<file path="config.mk">
export PLATFORM = sky130hd
export DESIGN_NAME = click_classifier
export DESIGN_NICKNAME = d
export VERILOG_FILES = /design/src/rtl/click_pkg.sv /design/src/rtl/click_timer.sv /design/src/rtl/click_classifier.sv
export SDC_FILE = /design/constraint.sdc
export NUM_CORES = 1
export LEC_CHECK = 0
export CAP_MARGIN = 5
export CORE_MARGIN = 3
export CORE_UTILIZATION = 60
export CTS_BUF_LIST = sky130_fd_sc_hd__clkbuf_2 sky130_fd_sc_hd__clkbuf_4 sky130_fd_sc_hd__clkbuf_8
export CTS_CLUSTER_DIAMETER = 100
export DETAILED_ROUTE_END_ITERATION = 12
export HOLD_SLACK_MARGIN = 0.05
export PLACE_DENSITY_LB_ADDON = 0.05
export SLEW_MARGIN = 10
export SYNTH_ARGS = -nofsm -noshare
export SYNTH_HDL_FRONTEND = slang
export SYNTH_SLANG_ARGS = --single-unit
</file>
<file path="constraint.sdc">
create_clock -name clk -period 2.95 [get_ports clk]
set_clock_uncertainty 0.2 [all_clocks]
set_input_delay 0.59 -clock clk [delete_from_list [all_inputs] [get_ports clk]]
set_output_delay 0.59 -clock clk [all_outputs]
set_load 0.005 [all_outputs]
</file>
<file path="src/rtl/click_pkg.sv">
// ============================================================================
// click_pkg : shared types and constants for the click classifier
// Rev 1.0
// ============================================================================
`default_nettype none

package click_pkg;

    typedef enum logic [1:0] {
        IDLE  = 2'd0,
        COUNT = 2'd1,
        EMIT  = 2'd2
    } state_t;

    localparam int DROP_CNT_W = 8;

endpackage

`default_nettype wire

</file>
<file path="src/rtl/click_timer.sv">
// ============================================================================
// click_timer : inter-click window counter, saturates at CLICK_WINDOW-1
// Rev 1.0
// ============================================================================
`default_nettype none

module click_timer #(
    parameter int CLICK_WINDOW = 25_000_000
) (
    input  logic clk,
    input  logic rst_n,
    input  logic clr,
    input  logic en,
    output logic done
);

    localparam int TIMER_W = (CLICK_WINDOW > 1) ? $clog2(CLICK_WINDOW) : 1;
    localparam logic [TIMER_W-1:0] LAST = TIMER_W'(CLICK_WINDOW - 1);

    logic [TIMER_W-1:0] count;

    // Holding at LAST keeps the counter from wrapping while the FSM decides.
    always_ff @(posedge clk or negedge rst_n) begin
        if (!rst_n) begin
            count <= '0;
        end else if (clr) begin
            count <= '0;
        end else if (en && (count != LAST)) begin
            count <= count + 1'b1;
        end
    end

    assign done = (count == LAST);

endmodule

`default_nettype wire

</file>
<file path="src/rtl/click_classifier.sv">
// ============================================================================
// click_classifier : groups debounced press pulses into multi-click events
// Optional macro CLICK_CLASSIFIER_DROP_CNT_EN adds a saturating drop counter.
// Rev 1.0
// ============================================================================
`default_nettype none

module click_classifier
    import click_pkg::*;
#(
    parameter int CLICK_WINDOW = 25_000_000,
    parameter int MAX_CLICKS   = 3,
    localparam int CNT_W       = $clog2(MAX_CLICKS + 1)
) (
    input  logic             clk,
    input  logic             rst_n,
    input  logic             pls_in,
    output logic             evt_valid,
    input  logic             evt_ready,
    output logic [CNT_W-1:0] evt_clicks,
    output logic             evt_drop
`ifdef CLICK_CLASSIFIER_DROP_CNT_EN
    ,
    output logic [DROP_CNT_W-1:0] drop_cnt
`endif
);

    localparam logic [CNT_W-1:0] ONE     = CNT_W'(1);
    localparam logic [CNT_W-1:0] MAX_CNT = CNT_W'(MAX_CLICKS);

    state_t           state;
    logic [CNT_W-1:0] clicks;
    logic             timer_done;
    logic             timer_clr;
    logic             timer_en;

    // Any accepted pulse restarts the window; outside COUNT the timer idles at 0.
    assign timer_clr = pls_in || (state != COUNT);
    assign timer_en  = (state == COUNT);

    click_timer #(
        .CLICK_WINDOW(CLICK_WINDOW)
    ) u_timer (
        .clk  (clk),
        .rst_n(rst_n),
        .clr  (timer_clr),
        .en   (timer_en),
        .done (timer_done)
    );

    always_ff @(posedge clk or negedge rst_n) begin
        if (!rst_n) begin
            state      <= IDLE;
            clicks     <= '0;
            evt_valid  <= 1'b0;
            evt_clicks <= '0;
            evt_drop   <= 1'b0;
        end else begin
            evt_drop <= 1'b0;
            case (state)
                IDLE: begin
                    if (pls_in) begin
                        clicks <= ONE;
                        state  <= COUNT;
                    end
                end
                COUNT: begin
                    // A pulse on the timeout cycle wins and restarts the window.
                    if (pls_in) begin
                        if (clicks != MAX_CNT) begin
                            clicks <= clicks + ONE;
                        end
                    end else if (timer_done) begin
                        state      <= EMIT;
                        evt_valid  <= 1'b1;
                        evt_clicks <= clicks;
                    end
                end
                EMIT: begin
                    if (evt_ready) begin
                        evt_valid  <= 1'b0;
                        evt_clicks <= '0;
                        if (pls_in) begin
                            state  <= COUNT;
                            clicks <= ONE;
                        end else begin
                            state  <= IDLE;
                            clicks <= '0;
                        end
                    end else if (pls_in) begin
                        evt_drop <= 1'b1;
                    end
                end
                default: begin
                    state      <= IDLE;
                    clicks     <= '0;
                    evt_valid  <= 1'b0;
                    evt_clicks <= '0;
                end
            endcase
        end
    end

`ifdef CLICK_CLASSIFIER_DROP_CNT_EN
    always_ff @(posedge clk or negedge rst_n) begin
        if (!rst_n) begin
            drop_cnt <= '0;
        end else if (evt_drop && (drop_cnt != {DROP_CNT_W{1'b1}})) begin
            drop_cnt <= drop_cnt + 1'b1;
        end
    end
`else
    // Discards are reported through evt_drop only.
`endif

endmodule

`default_nettype wire
</file>
# Word level (Yosys, flattened, before mapping)
# Cells that the tools add are included.
# word_totals
ff_bits,33
inputBits,4
# op_classes
add_sub_neg,2
n_eq_ne,12
n_mux,22
bitwise,1
reduce_logical,7
# op_table
op,n
25-bit two-way mux,2
25-bit by 1-bit adder with 25-bit output (second input constant),1
25-bit equality test (second input constant),1
25-bit != test (second input constant),1
2-bit two-way mux,9
2-bit case mux with 3 select lines,3
2-bit != test (second input constant),7
4-bit AND reduction,3
1-bit two-way mux,7
1-bit case mux with 3 select lines,1
2-bit by 1-bit adder with 2-bit output (second input constant),1
2-bit by 1-bit equality test with 1-bit output (second input constant),1
2-bit equality test (second input constant),1
2-bit logical NOT,1
2-bit by 1-bit != test with 1-bit output (second input constant),1
2-bit nonzero test,1
1-bit logical AND,1
1-bit logical OR,1
1-bit NOT,1

# Depth between registers and ports, before layout
# Gate-level depths: netlist (run 1).
# depth
depth_word,4
ltp_mapped,7
mapped_depth_nobuf,6

# Modules after synthesis
# From an unflattened synthesis (run 1), not the netlist that was laid out.
# hier_totals
cells_unflattened,183
area_unflattened_um2,1810.5
# by_module_without_submodules
module,instances,cells_each,area_per_inst_um2
click_timer,1,148,1427.6
click_classifier,1,35,382.9

# Least setup slack after synthesis (run 1)
# OpenSTA, ideal clock, no wires.
# synth_path
path_type,flip-flop to flip-flop
start,reg u_timer.count[0]
end,reg state[0]
t_arrival_ns,1.519
t_required_ns,2.630
path_slack_ns,1.112
path_stages_with_launch,8
path_buffers,1
synth_period_minus_slack_ns,1.838
path_cell_list,dfrtp_1 ha_1 inv_1 or2_1 buf_6 nor3_4 inv_2 a31o_1
# synth_via
elab_chain_cells,3
# synth_lines
item,line,text
"start, declared",click_timer.sv:20,logic [TIMER_W-1:0] count;
"start signal, assigned",click_timer.sv:29,count <= count + 1'b1;
25-bit equality test,click_timer.sv:33,assign done = (count == LAST);
2-bit != test (no line),--,
4-bit AND reduction (no line),--,
"end signal, assigned",click_classifier.sv:53,state <= IDLE;
"end signal, assigned",click_classifier.sv:64,state <= COUNT;
"end signal, assigned",click_classifier.sv:74,state <= EMIT;
"end, declared",click_classifier.sv:31,state_t state;
# Every way passes these cells.
# A chain may end at the register's enable or synchronous reset.

# Worst setup path after layout (run 1)
# Same ends and word-level chain as after synthesis.

==> results.toml, run 1 <==
[clocking]
clock_latency_ns = 0.34
cts_tree = "built"
clk_pin_slew_ns = 0.11
cts_buffers = 5
ctsResizeCount = 0
postCtsSetupBuffers = 0
cts_buffer_depth = 2
htree_num_levels = 2
cts.sinks = 33
cts-root-buf = "clkbuf_4"
cts_hold_buf = 0

[drt]
ant_nets = 0
drt_wl_total_um = 3330
drc = 0
drt_iter0_markers = 74
routedWlPerCell_um = 14.7
num_vias = 1346
viasPerCell = 5.96
firstDrtPassIters = 4

[setup_path]
crit_type = "flip-flop to flip-flop"
cp-start-kind = "flip-flop"
worstReg2RegStart = "u_timer.count[0]"
path_delay_family = "simple AND/OR/NAND/NOR gates"
slowest_stage = "dfrtp_1"
crit_fanout = 6
cp.required_ns = 2.99
cp.arrival_ns = 2.10
cp-end-kind = "flip-flop"
r2r_end = "state[0]"
r2r_cells = 6
path_buf_inv = 2
r2r_slack_ns = 0.89
slowest_delay_ns = 0.43
critical_path.cell_chain = "ha_1, inv_1, or2_1, nor3_4, inv_2, a31o_1"

[synth]
synth_area_leaders = "dfrtp_1 (47%), xor2_1 (9.5%), nor2_1 (5.8%)"
synth_area_mm2 = 0.00175
yosys_warnings = 0
avgSynthCellArea_um2 = 9.46
yosysTopAreaCell = "dfrtp_1"
ys.flop_type = "dfrtp_1"
synth_nets = 191
ys_seq_area_frac = 0.472
syn-instance-count = 185
ys_types = 40
ys_async_sr_fraction = 1.00
ys_top_cells_by_count = "dfrtp_1 (33), nor2_1 (27), xor2_1 (19)"
synth_edf_count = 0
yosys.area.top_type_share = 0.472
synth_most_common_cell = "dfrtp_1"
ys_ff_latch = 33

[power_and_ir_drop]
p_leak_nw = 0.827
p_per_area_mw_per_mm2 = 436
ir_drop_v = 0.000364

[floorplan]
dieArea_mm2 = 0.00360
rows = 18
initial_core_util = 0.670
fp.coreArea_mm2 = 0.00261
fp.dieH_um = 60.0
die_w_um = 60.0
io_pins = 8

[timing]
fmax_mhz = 485
finalCriticalPeriod_ns = 2.06
finalCritPeriodShare = 0.698
setup_viol = 0
rsz0062_at_grt = "false"
finalHoldViolCount = 0
tightest_slew_ns = 0.515
relSlewSlack = 0.656
slew_viol_final = 0
tns_ns = 0

[worst_hold_path]
whs_path_depth = 2
min_from = "evt_valid"
worstHoldEndpoint = "evt_valid"
hold_path.class = "flip-flop to flip-flop"

[layout]
fill_cells = 211
syn2layout_area_growth_pct = 8.36
antenna_cells = 0
fin_area_mm2 = 0.00190
layout.nets = 201
fin_cells = 226
drive_gt1_frac = 0.0867

[place]
portBuffers = 7
dpl.cell_count = 218
routabilityCongestion = 0.810
dp_hpwl_um = 2370
dpl-instance-area_mm2 = 0.00184

[run]
max_cap_violations = 0

[global_routing]
antenna_found_initial = 0
first_global_vias = 1329
globalRouteOverflowTotal = 0
grt_usage = 0.215
grt_max_degree = 34
grt_pass1_wl_um = 5680

[run_status]
status = "complete, no violations"
==> registers in the layout, summed over array words and instances (netlist names) <==
signal and flops:
state 2, evt_clicks 2, evt_drop 1, evt_valid 1
clicks 2, u_timer.count 25
==> layout make-up <==
| type | count | area [µm²] | share of cell area |
|---|---|---|---|
| multi-input cells | 140 | 867 | 0.457 |
| clock inverters | 3 | 17.5 | 0.00923 |
| well taps | 30 | 37.5 | 0.0198 |
| flip-flops and latches | 33 | 826 | 0.435 |
| inverters | 5 | 18.8 | 0.00989 |
| clock buffers | 5 | 37.5 | 0.0198 |
| repair buffers | 10 | 92.6 | 0.0488 |
==> worst register-to-register path: cells and delay by family, from the launching register on <==
family | cells | cell delay, ns
simple gates | 2 | 0.70
flops | 1 | 0.43
fa+ha+maj | 1 | 0.25
compound gates | 1 | 0.22
buf+inv | 2 | 0.17
==> cells by family after synthesis <==
group                    share of synthesized area
AND/OR/NAND/NOR                              0.284
flip-flops                                   0.472
AO/OA/AOI/OAI                               0.0801
XOR/XNOR                                     0.100
buffers and inverters                       0.0329
multiplexers                                0.0172
adder cells (fa/ha/maj)                     0.0143
==> metrics by stage <==
stage                     hold WS, ns  utilization  total power [mW]  setup WS [ns]
after global routing            0.369        0.726             0.874          0.691
final                           0.324        0.726             0.827          0.890
after CTS                       0.332        0.726             0.838          0.892
after floorplan                0.0944            -             0.550           1.11
after global placement          0.294        0.705             0.576          0.696
after detailed placement        0.306        0.705             0.588          0.617
==> per-layer routing <==
| layer | GRT usage | part of all wire | up-vias | wire length [µm] |
|---|---|---|---|---|
| li1 | - | - | 665 | - |
| met1 | 0.260 | 0.45 | 640 | 1500 |
| met2 | 0.366 | 0.49 | 32 | 1620 |
| met3 | 0.0518 | 0.046 | 9 | 153 |
| met4 | 0.0854 | 0.017 | 0 | 57 |
| met5 | 0 | 0 | - | 0 |
==> worst max-delay path by stage <==
stage               cells after the start              from  slack, ns                end
global placement                        5            pls_in       0.70  u_timer.count[24]
global route                            6  u_timer.count[0]       0.69  u_timer.count[24]
floorplan                               7  u_timer.count[0]       1.11           state[0]
CTS                                     6  u_timer.count[0]       0.89           state[0]
detailed placement                      5            pls_in       0.62  u_timer.count[24]
finish                                  6  u_timer.count[0]       0.89           state[0]
==> report_power, final <==
part	total [mW]	switching [mW]	internal, mW
clock network	0.251	0.161	0.0898
logic	0.0835	0.0471	0.0364
registers	0.493	0.0235	0.470
==> cell usage in the layout (no fill, tap or decap), types with 2 or more instances in the layout <==
master and count:
a21oi_1 5, and2_1 4, and3_1 7, buf_4 3, clkbuf_4 5, clkdlybuf4s50_1 7, clkinv_2 2, dfrtp_1 33
ha_1 2, inv_1 4, mux2i_1 3, nand2_1 16, nand3_1 10, nand4_1 10, nor2_1 27, nor3_4 2
nor4_1 2, nor4b_1 2, o21ai_0 6, o21ai_1 4, o31ai_1 2, or3_1 3, xor2_1 19
(Power assumes the default switching activity.)
==> inputs of run 2 (changes only) <==
- CORE_UTILIZATION: 60 -> 56
- clock period: 2.95 -> 1.8 ns (I/O delays scaled with it)
==> run 2 against run 1 <==
Against the previous run: the flow now finishes with violations (negative setup slack); count of clock-buffer cells in the layout increased by 2; hold slack got worse by 0.13 ns; sequential share of layout area is 7.3 points lower; sequential power increased by 63%; total power rose by 69%; final area increased by 20%; critical path depth unchanged; via count up 13%; critical path type unchanged; critical endpoint unchanged; largest power group unchanged.
==> results.toml, run 2 (synthesized netlist as in run 1, its figures left out) <==
[run_status]
status = "finished with violations"
failed_checks = "negative setup slack"

[setup_path]
crit_type = "flip-flop to flip-flop"
cp.required_ns = 1.82
cp-end-kind = "flip-flop"
crit_fanout = 5
cp-start-kind = "flip-flop"
cp.arrival_ns = 1.91

[place]
portBuffers = 7
dp_hpwl_um = 2840
dpl.cell_count = 263
pre_cts_ws_ns = -0.114
routabilityCongestion = 0.850

[clocking]
cts_tree = "built"
htree_num_levels = 2
cts-root-buf = "clkbuf_4"
clock_latency_ns = 0.33
clk_pin_slew_ns = 0.09
cts_buffer_depth = 2
cts_hold_buf = 0
cts_buffers = 5
cts.sinks = 33

[drt]
routedWlPerCell_um = 14.5
num_vias = 1524
drt_wl_total_um = 3970
firstDrtPassIters = 4
drc = 0
drt_iter0_markers = 107
viasPerCell = 5.56
ant_nets = 0

[global_routing]
globalRouteOverflowTotal = 0
grt_usage = 0.241
antenna_found_initial = 0
met1_usage = 0.276
grt_use_met3 = 0.0661
met2_usage = 0.423
grt_pass1_wl_um = 6670
busiest_layer = "met2"
first_global_vias = 1523
grt_max_degree = 34

[timing]
setup_viol = 10
finalCritPeriodShare = 1.05
finalHoldViolCount = 0
whs_ns = 0.192
rsz0062_at_grt = "true"
fmax_mhz = 531
finalCriticalPeriod_ns = 1.88
slew_viol_final = 0
relSlewSlack = 0.785
tightest_slew_ns = 0.319
worst_slack_ns = -0.0846

[run]
max_cap_violations = 0

[floorplan]
die_w_um = 61.9
rows = 19
fp.coreArea_mm2 = 0.00288
initial_core_util = 0.609
dieArea_mm2 = 0.00383
fp.dieH_um = 61.9
io_pins = 8

[power_and_ir_drop]
ir_drop_v = 0.000500
p_per_area_mw_per_mm2 = 613
p_leak_nw = 1.10

[worst_hold_path]
hold_path.class = "primary input to async pin"

[layout]
drive_gt1_frac = 0.289
layout.nets = 238
fin_cells = 274
largest_reg_flops = 25
syn2layout_area_growth_pct = 30.0
mostFrequentLayoutCell = "buf_4"
regMostFlops = "u_timer.count"
antenna_cells = 0
mostFrequentLayoutCells = "buf_4 (37), dfrtp_1 (33), nor2_1 (26)"
run 2: power by group:
group | switching [mW] | leakage [nW] | internal, mW | total (mW)
registers | 0.0344 | 0.449 | 0.770 | 0.804
logic | 0.0855 | 0.615 | 0.0766 | 0.162
clock network | 0.229 | 0.0348 | 0.199 | 0.428
run 2: per-stage QoR:
stage / TNS (ns) / power, mW / util / cell area [µm²]
2_1_floorplan: 0 / 0.901 / - / 1750
5_1_grt: -2.07 / 1.48 / 0.791 / 2280
3_5_place_dp: -0.810 / 0.979 / 0.737 / 2120
3_3_place_gp: -0.232 / 0.964 / 0.737 / 2120
4_1_cts: -0.328 / 1.41 / 0.779 / 2240
6_report: -0.474 / 1.39 / 0.791 / 2280
run 2: routing by layer:
| layer | wire length, µm | share of wire |
|---|---|---|
| met5 | 0 | 0 |
| met4 | 61 | 0.015 |
| met3 | 137 | 0.035 |
| met2 | 2010 | 0.51 |
| met1 | 1760 | 0.44 |
run 2: worst paths after layout:
| check | start | endpoint | slack [ns] | depth (start not counted) |
|---|---|---|---|---|
| min in group clk | evt_clicks[0] | evt_clicks[0] | 0.33 | 2 |
| min reg2reg | evt_clicks[0] | evt_clicks[0] | 0.33 | 2 |
| min | rst_n | u_timer.count[1] | 0.19 | 2 |
| max in group asynchronous | rst_n | u_timer.count[19] | 1.04 | 2 |
| max reg2reg | u_timer.count[7] | state[0] | -0.08 | 6 |
| max | u_timer.count[7] | state[0] | -0.08 | 6 |
run 2: critical path, cell delays in order, from the launching register on:
cell and delay, ns:
dfrtp_1 0.43, nor4b_2 0.27, nand4_1 0.15, buf_4 0.18
nor3_4 0.24, inv_2 0.10, a31o_1 0.22
run 2: timing repair:
item / 4_1_cts / 5_1_grt
resized for setup: 11 / 9
pin swaps: 3 / 7
buffers inserted: 3 / 1
setup endpoints to repair: 23 / 26
run 2: layout make-up:
class / count / area (µm²)
Fill cell: 194 / 601
Clock buffer: 7 / 58.8
Inverter: 5 / 18.8
Tap cell: 42 / 52.6
Sequential cell: 33 / 826
Timing Repair Buffer: 47 / 398
Multi-Input combinational cell: 140 / 922
